[config.mk]
export PLATFORM = sky130hd
export DESIGN_NAME = inst_cache_flat
export DESIGN_NICKNAME = d
export VERILOG_FILES = /design/src/rtl/inst_cache_pkg.sv /design/src/rtl/inst_cache_if.sv /design/src/rtl/inst_cache_array.sv /design/src/rtl/inst_cache.sv /design/src/flat_wrapper.sv
export SDC_FILE = /design/constraint.sdc
export NUM_CORES = 2
export LEC_CHECK = 0
export CORE_MARGIN = 2
export CORE_UTILIZATION = 50
export CTS_BUF_LIST = sky130_fd_sc_hd__clkbuf_16
export DETAILED_ROUTE_END_ITERATION = 8
export PLACE_DENSITY_LB_ADDON = 0.3
export SYNTH_ARGS = -nofsm -noshare
export SYNTH_HDL_FRONTEND = slang
export SYNTH_SLANG_ARGS = --single-unit
[constraint.sdc]
create_clock -name Clk -period 15.4 [get_ports Clk]
set_input_delay 1.54 -clock Clk [delete_from_list [all_inputs] [get_ports Clk]]
set_output_delay 1.54 -clock Clk [all_outputs]
set_load 0.02 [all_outputs]
[src/rtl/inst_cache_pkg.sv]
// inst_cache_pkg: shared state encoding and address-split width helpers.
`default_nettype none

package inst_cache_pkg;

  typedef enum logic [1:0] {
    LOOKUP  = 2'd0,
    REQUEST = 2'd1,
    WAIT    = 2'd2,
    ABORT   = 2'd3
  } state_t;

  function automatic int off_bits(input int block_size);
    return $clog2(block_size) + 2;
  endfunction

  function automatic int idx_bits(input int lines);
    return $clog2(lines);
  endfunction

  function automatic int tag_bits(input int lines, input int block_size);
    return 32 - off_bits(block_size) - idx_bits(lines);
  endfunction

endpackage

`default_nettype wire

[src/rtl/inst_cache_if.sv]
// inst_cache_if: fetch-side and memory-side signals of the instruction cache.
`default_nettype none

interface inst_cache_if #(
  parameter int BLOCK_SIZE = 4
);
  logic [31:0]              PC;
  logic                     Flush;
  logic [31:0]              Instr;
  logic                     Stall;
  logic [31:0]              Address;
  logic                     ReadMiss;
  logic                     Abort;
  logic                     ReadReady;
  logic [32*BLOCK_SIZE-1:0] Read_data;

  // master is the cache itself, slave is the fetch stage plus memory.
  modport master (
    input  PC, Flush, ReadReady, Read_data,
    output Instr, Stall, Address, ReadMiss, Abort
  );

  modport slave (
    output PC, Flush, ReadReady, Read_data,
    input  Instr, Stall, Address, ReadMiss, Abort
  );
endinterface

`default_nettype wire

[src/rtl/inst_cache_array.sv]
// inst_cache_array: valid/tag/data storage, sync write, comb read, sync valid clear.
`default_nettype none

module inst_cache_array #(
  parameter int LINES      = 16,
  parameter int BLOCK_SIZE = 4,
  parameter int TAG_W      = 26
) (
  input  logic                       clk,
  input  logic                       rst,
  input  logic                       we,
  input  logic [$clog2(LINES)-1:0]   widx,
  input  logic [TAG_W-1:0]           wtag,
  input  logic [32*BLOCK_SIZE-1:0]   wdata,
  input  logic [$clog2(LINES)-1:0]   ridx,
  output logic                       rvalid,
  output logic [TAG_W-1:0]           rtag,
  output logic [32*BLOCK_SIZE-1:0]   rdata
);
  logic [LINES-1:0]          valid;
  logic [TAG_W-1:0]          tags [LINES];
  logic [32*BLOCK_SIZE-1:0]  data [LINES];

  always_ff @(posedge clk) begin
    if (rst) begin
      valid <= '0;
    end else if (we) begin
      valid[widx] <= 1'b1;
    end
  end

  // Tag and data carry no reset; an invalid line never produces a hit.
  always_ff @(posedge clk) begin
    if (we) begin
      tags[widx] <= wtag;
      data[widx] <= wdata;
    end
  end

  assign rvalid = valid[ridx];
  assign rtag   = tags[ridx];
  assign rdata  = data[ridx];
endmodule

`default_nettype wire

[src/rtl/inst_cache.sv]
// inst_cache: direct-mapped read-only instruction cache; FSM, miss address latch, hit compare.
`default_nettype none

module inst_cache
  import inst_cache_pkg::*;
#(
  parameter int LINES      = 16,
  parameter int BLOCK_SIZE = 4
) (
  input  logic         Clk,
  input  logic         Rst,
  inst_cache_if.master bus
);
  localparam int OFF = off_bits(BLOCK_SIZE);
  localparam int IDX = idx_bits(LINES);
  localparam int TAG = tag_bits(LINES, BLOCK_SIZE);

  state_t                   state, state_nxt;
  logic [31:0]              miss_addr;
  logic [IDX-1:0]           pc_idx, fill_idx;
  logic [TAG-1:0]           pc_tag, fill_tag, line_tag;
  logic [32*BLOCK_SIZE-1:0] line_data;
  logic                     line_valid, hit, fill;

  assign pc_idx   = bus.PC[OFF+IDX-1:OFF];
  assign pc_tag   = bus.PC[31:OFF+IDX];
  assign fill_idx = miss_addr[OFF+IDX-1:OFF];
  assign fill_tag = miss_addr[31:OFF+IDX];

  // Fill target comes from the latched address, so PC may wander during WAIT.
  assign fill = (state == WAIT) && bus.ReadReady;

  inst_cache_array #(
    .LINES      (LINES),
    .BLOCK_SIZE (BLOCK_SIZE),
    .TAG_W      (TAG)
  ) u_array (
    .clk    (Clk),
    .rst    (Rst),
    .we     (fill),
    .widx   (fill_idx),
    .wtag   (fill_tag),
    .wdata  (bus.Read_data),
    .ridx   (pc_idx),
    .rvalid (line_valid),
    .rtag   (line_tag),
    .rdata  (line_data)
  );

  assign hit = (state == LOOKUP) && line_valid && (line_tag == pc_tag);

  generate
    if (BLOCK_SIZE > 1) begin : g_word_sel
      logic [OFF-3:0] sel;
      assign sel       = bus.PC[OFF-1:2];
      assign bus.Instr = line_data[{sel, 5'b00000} +: 32];
    end else begin : g_single_word
      assign bus.Instr = line_data[31:0];
    end
  endgenerate

  assign bus.Stall    = ~hit;
  assign bus.Address  = miss_addr;
  assign bus.ReadMiss = (state == REQUEST);
  assign bus.Abort    = (state == ABORT);

  always_ff @(posedge Clk) begin
    if (Rst) begin
      state     <= LOOKUP;
      miss_addr <= '0;
    end else begin
      state <= state_nxt;
      if (state == LOOKUP && !hit && !bus.Flush) begin
        miss_addr <= {bus.PC[31:OFF], {OFF{1'b0}}};
      end
    end
  end

  // A ReadReady coinciding with Flush in WAIT still fills and skips ABORT.
  always_comb begin
    state_nxt = state;
    case (state)
      LOOKUP:  if (!hit && !bus.Flush) state_nxt = REQUEST;
      REQUEST: state_nxt = bus.Flush ? ABORT : WAIT;
      WAIT: begin
        if (bus.ReadReady)  state_nxt = LOOKUP;
        else if (bus.Flush) state_nxt = ABORT;
      end
      ABORT:   state_nxt = LOOKUP;
      default: state_nxt = LOOKUP;
    endcase
  end
endmodule

`default_nettype wire

[src/flat_wrapper.sv]
// flat-port wrapper written by rule: the top's interface ports become plain ports
module inst_cache_flat import inst_cache_pkg::*;
#(
  parameter int LINES      = 16,
  parameter int BLOCK_SIZE = 4
)
  (Clk, Rst, bus_PC, bus_Flush, bus_ReadReady, bus_Read_data, bus_Instr, bus_Stall, bus_Address, bus_ReadMiss, bus_Abort);
  inst_cache_if #(.BLOCK_SIZE(BLOCK_SIZE)) bus_i ();
  input  logic Clk;
  input  logic Rst;
  input wire logic [$bits(bus_i.PC)-1:0] bus_PC;
  input wire logic [$bits(bus_i.Flush)-1:0] bus_Flush;
  input wire logic [$bits(bus_i.ReadReady)-1:0] bus_ReadReady;
  input wire logic [$bits(bus_i.Read_data)-1:0] bus_Read_data;
  output wire logic [$bits(bus_i.Instr)-1:0] bus_Instr;
  output wire logic [$bits(bus_i.Stall)-1:0] bus_Stall;
  output wire logic [$bits(bus_i.Address)-1:0] bus_Address;
  output wire logic [$bits(bus_i.ReadMiss)-1:0] bus_ReadMiss;
  output wire logic [$bits(bus_i.Abort)-1:0] bus_Abort;
  assign bus_i.PC = bus_PC;
  assign bus_i.Flush = bus_Flush;
  assign bus_i.ReadReady = bus_ReadReady;
  assign bus_i.Read_data = bus_Read_data;
  assign bus_Instr = bus_i.Instr;
  assign bus_Stall = bus_i.Stall;
  assign bus_Address = bus_i.Address;
  assign bus_ReadMiss = bus_i.ReadMiss;
  assign bus_Abort = bus_i.Abort;
  inst_cache #(.LINES(LINES), .BLOCK_SIZE(BLOCK_SIZE)) u_core (.Clk(Clk), .Rst(Rst), .bus(bus_i));
endmodule
==> impl_metrics.env <==
export IMPL_outcome="finished clean"
export IMPL_hold_buffers=0
export IMPL_power_density_nw_per_um2=126
export IMPL_synth_simple_area_share_pct=1.11
export IMPL_critPathSlowestCell="buf_4"
export IMPL_cts_setup_buffers=0
export IMPL_rsz0062_at_grt="false"
export IMPL_dpl_hpwl_microns=104000
export IMPL_num_vias=42288
export IMPL_grt_usage_pct=21.9
export IMPL_crit_chain="buf_8 > buf_4 > buf_4 > mux2_2 > a2bb2o_1 > o21ai_0 > nand3_1 > o31ai_1 > nand4_1 > or2_2 > clkdlybuf4s50_1"
export IMPL_drc=0
export IMPL_power_share_switching_pct=20.6
export IMPL_path_clk_slew_ps=60
export IMPL_antenna_found_initial=40
export IMPL_p_sw_w=0.00276
export IMPL_cts_made_buffers=233
export IMPL_worstSkewPairLatency_ps=860
export IMPL_finalWorstPathRequiredPeriod_ps=8190
export IMPL_synth_adder_area_share_pct=0
export IMPL_worstMarginPinSlew_ps=1160
export IMPL_drt_pre_antenna_iters=7
export IMPL_ant_nets=0
export IMPL_grt_first_pass_wirelength_microns=304000
export IMPL_wl_microns=210000
export IMPL_skew_ps=45.0
export IMPL_grt_overflow_total=0
export IMPL_cts_tree="built"
export IMPL_slew_viol_final=0
export IMPL_synth_flop_cell="edfxtp_1"
export IMPL_tns_ps=0
export IMPL_drtIter0Drc=4738
export IMPL_slowest_delay_ps=830
export IMPL_initial_core_util_pct=50.3
export IMPL_ys_types=53
export IMPL_cp_start_kind="input port"
export IMPL_clkSinkCount=2478
export IMPL_pwr_share_seq_pct=55.6
export IMPL_seq_area_frac_synth_pct=78.1
export IMPL_leakage_nw=33.2
export IMPL_total_power_w=0.0134
export IMPL_setup_violations=0
export IMPL_n_fill_cell=13360
export IMPL_synthMuxAreaShare_pct=18.8
export IMPL_nets=4340
export IMPL_fp_row_count=159
export IMPL_place_congestion=0.744
export IMPL_ir_drop_mv=0.131
export IMPL_die_h_microns=439
export IMPL_cts_max_level=4
export IMPL_syn_inst=3848
export IMPL_grt_max_degree=120
export IMPL_synth_top_family_by_area="multiplexers"
export IMPL_fmax_mhz=122
export IMPL_cp_end_kind="primary output"
export IMPL_routedWlPerCell_microns=30.5
export IMPL_core_sq_um=188000
export IMPL_clock_root_buffer="clkbuf_16"
export IMPL_slew_headroom_pct=22.4
export IMPL_worstSetupPathType="in -> out"
export IMPL_synth_xor_area_share_pct=0.259
export IMPL_power_internal_w=0.0107
export IMPL_worstPathRequired_ps=13860
export IMPL_cts_resized=0
export IMPL_multiInputGateArea_sq_um=19800
export IMPL_yosys_register_bits=2478
export IMPL_clockBufferDepth=3
export IMPL_seq_area_sq_um=74000
export IMPL_dieArea_sq_um=193000
export IMPL_max_cap_violations=0
export IMPL_crit_fanout=97
export IMPL_crit_path_frequent_cell="buf_4"
export IMPL_viasPerCell=6.16
export IMPL_dieWidth_microns=439
export IMPL_synth_area_top_cells="edfxtp_1 (77%), mux4_2 (18%), dfxtp_1 (0.97%)"
export IMPL_combPwrFrac_pct=5.0
export IMPL_synth_area_sq_um=94600
export IMPL_synth_top_cell_by_area="edfxtp_1"
export IMPL_drive_gt1_share_pct=26.3
export IMPL_synth_edf_count=2432
export IMPL_area_growth_pct=13.0
export IMPL_whs_path_depth=2
export IMPL_pin_count=231
export IMPL_async_flop_share_pct=0
export IMPL_synth_avg_cell_area_sq_um=24.6
export IMPL_synth_top_area_share_pct=77.2
export IMPL_portBuffers=224
export IMPL_fin_crit_sh_pct=53.2
export IMPL_worstHoldPathType="reg -> reg"
export IMPL_synth_warnings=0
export IMPL_worstRegToRegCells=7
export IMPL_p_clk_share_pct=39.4
export IMPL_grt_pass1_vias=43370
export IMPL_arrival_ps=6650
export IMPL_synth_compound_area_share_pct=0.611
export IMPL_final_hold_viol_count=0
layout by cell type, fill, tap and decap left out, types with 20 or more instances in the layout:
| cell | count |
|---|---|
| buf_4 | 56 |
| clkbuf_16 | 235 |
| clkdlybuf4s50_1 | 217 |
| clkinv_1 | 56 |
| clkinv_2 | 28 |
| dfxtp_1 | 46 |
| edfxtp_1 | 2432 |
| inv_1 | 85 |
| mux2_2 | 20 |
| mux2i_1 | 80 |
| mux4_2 | 745 |
| nand2_1 | 31 |
| nand2b_1 | 63 |
| nor2_1 | 44 |
path summary, 6_finish.rpt:
check | startpoint | slack, ps | endpoint
worst min-delay path | u_core.u_array.valid[2] | 470 | u_core.u_array.valid[2]
worst min register to register | u_core.u_array.valid[2] | 470 | u_core.u_array.valid[2]
worst max-delay path | bus_PC[5] | 7210 | bus_Stall
worst max register to register | u_core.state[1] | 10360 | u_core.u_array.data[12][6]
cells in the mapped netlist (2+ instances only):
master     number
mux4_2        745
dfxtp_1        46
o21ai_0        10
o22a_1          2
or3_1           2
buf_6           6
nand3_1        12
nand4_1         7
nor2b_1        19
nand2b_1       63
o211ai_1        3
a31oi_1        10
buf_4          14
a2111oi_0       2
o22ai_1        10
clkbuf_1       55
mux2_2         20
mux2i_1        80
nand2_1        31
o21a_1          2
nor2_1         56
a21oi_1        10
edfxtp_1     2432
a211oi_1       10
a22oi_1         4
nor3_1          6
a311o_1         2
buf_1          27
buf_2         100
inv_1           5
a221oi_1        5
nor4_1          2
or2_2           3
xnor2_1        10
xor2_1         18
nand4b_1        2
critical path: cells and delay by family:
kind	cells	cell delay, ps
and+or+nand+nor	3	900
AOI/OAI and AO/OA	3	900
buffers and inverters	4	2750
muxes	1	290
logic make-up after synthesis:
group,count (synthesis)
buf+inv,209
compound gates,82
flops,2478
mux,845
xor+xnor,28
other cells,1
simple gates,205
power by group through the flow:
stage	clock, W	sequential [W]	combinational [W]
2_1_floorplan	0	0.00761	0.000397
3_3_place_gp	0	0.00761	0.000673
3_5_place_dp	0	0.00761	0.000682
4_1_cts	0.00538	0.00747	0.000684
5_1_grt	0.00563	0.00747	0.000717
6_report	0.00528	0.00747	0.000672
registers in the layout, indices dropped and copies added (netlist names):
register              count
u_core.bus.Address       28
u_core.state              2
u_core.u_array.data    2048
u_core.u_array.tags     384
u_core.u_array.valid     16
through the flow:
stage / area (sq um) / utilization (%) / setup slack, ps / hold slack, ps / instances
finish: 107000 / 56.9 / 7210 / 467 / 6869
global route: 107000 / 56.9 / 7010 / 498 / 6867
CTS: 107000 / 56.9 / 7190 / 471 / 6858
detailed placement: 99900 / 53.1 / 7210 / 456 / 6436
global placement: 99900 / 53.1 / 7170 / 451 / 6436
floorplan: 94700 / - / 2290 / 435 / 3851
final cells by class:
class	instances	share of cell area, %
antenna	11	0.0257
clock buffer	235	5.50
clock inverter	187	1.08
inverter	6	0.0234
multi-input combinational	1164	18.5
sequential	2478	69.2
tap	2495	2.92
timing repair buffer	293	2.76
metal layers:
metal	track usage [%]	vias to the layer above	part of all wire [%]
li1	-	17310	-
met1	32.7	23044	43
met2	33.8	1636	48
met3	4.09	280	7.3
met4	5.80	18	2.1
met5	0	-	0.053
No activity file was read; power rests on OpenSTA's default activity.
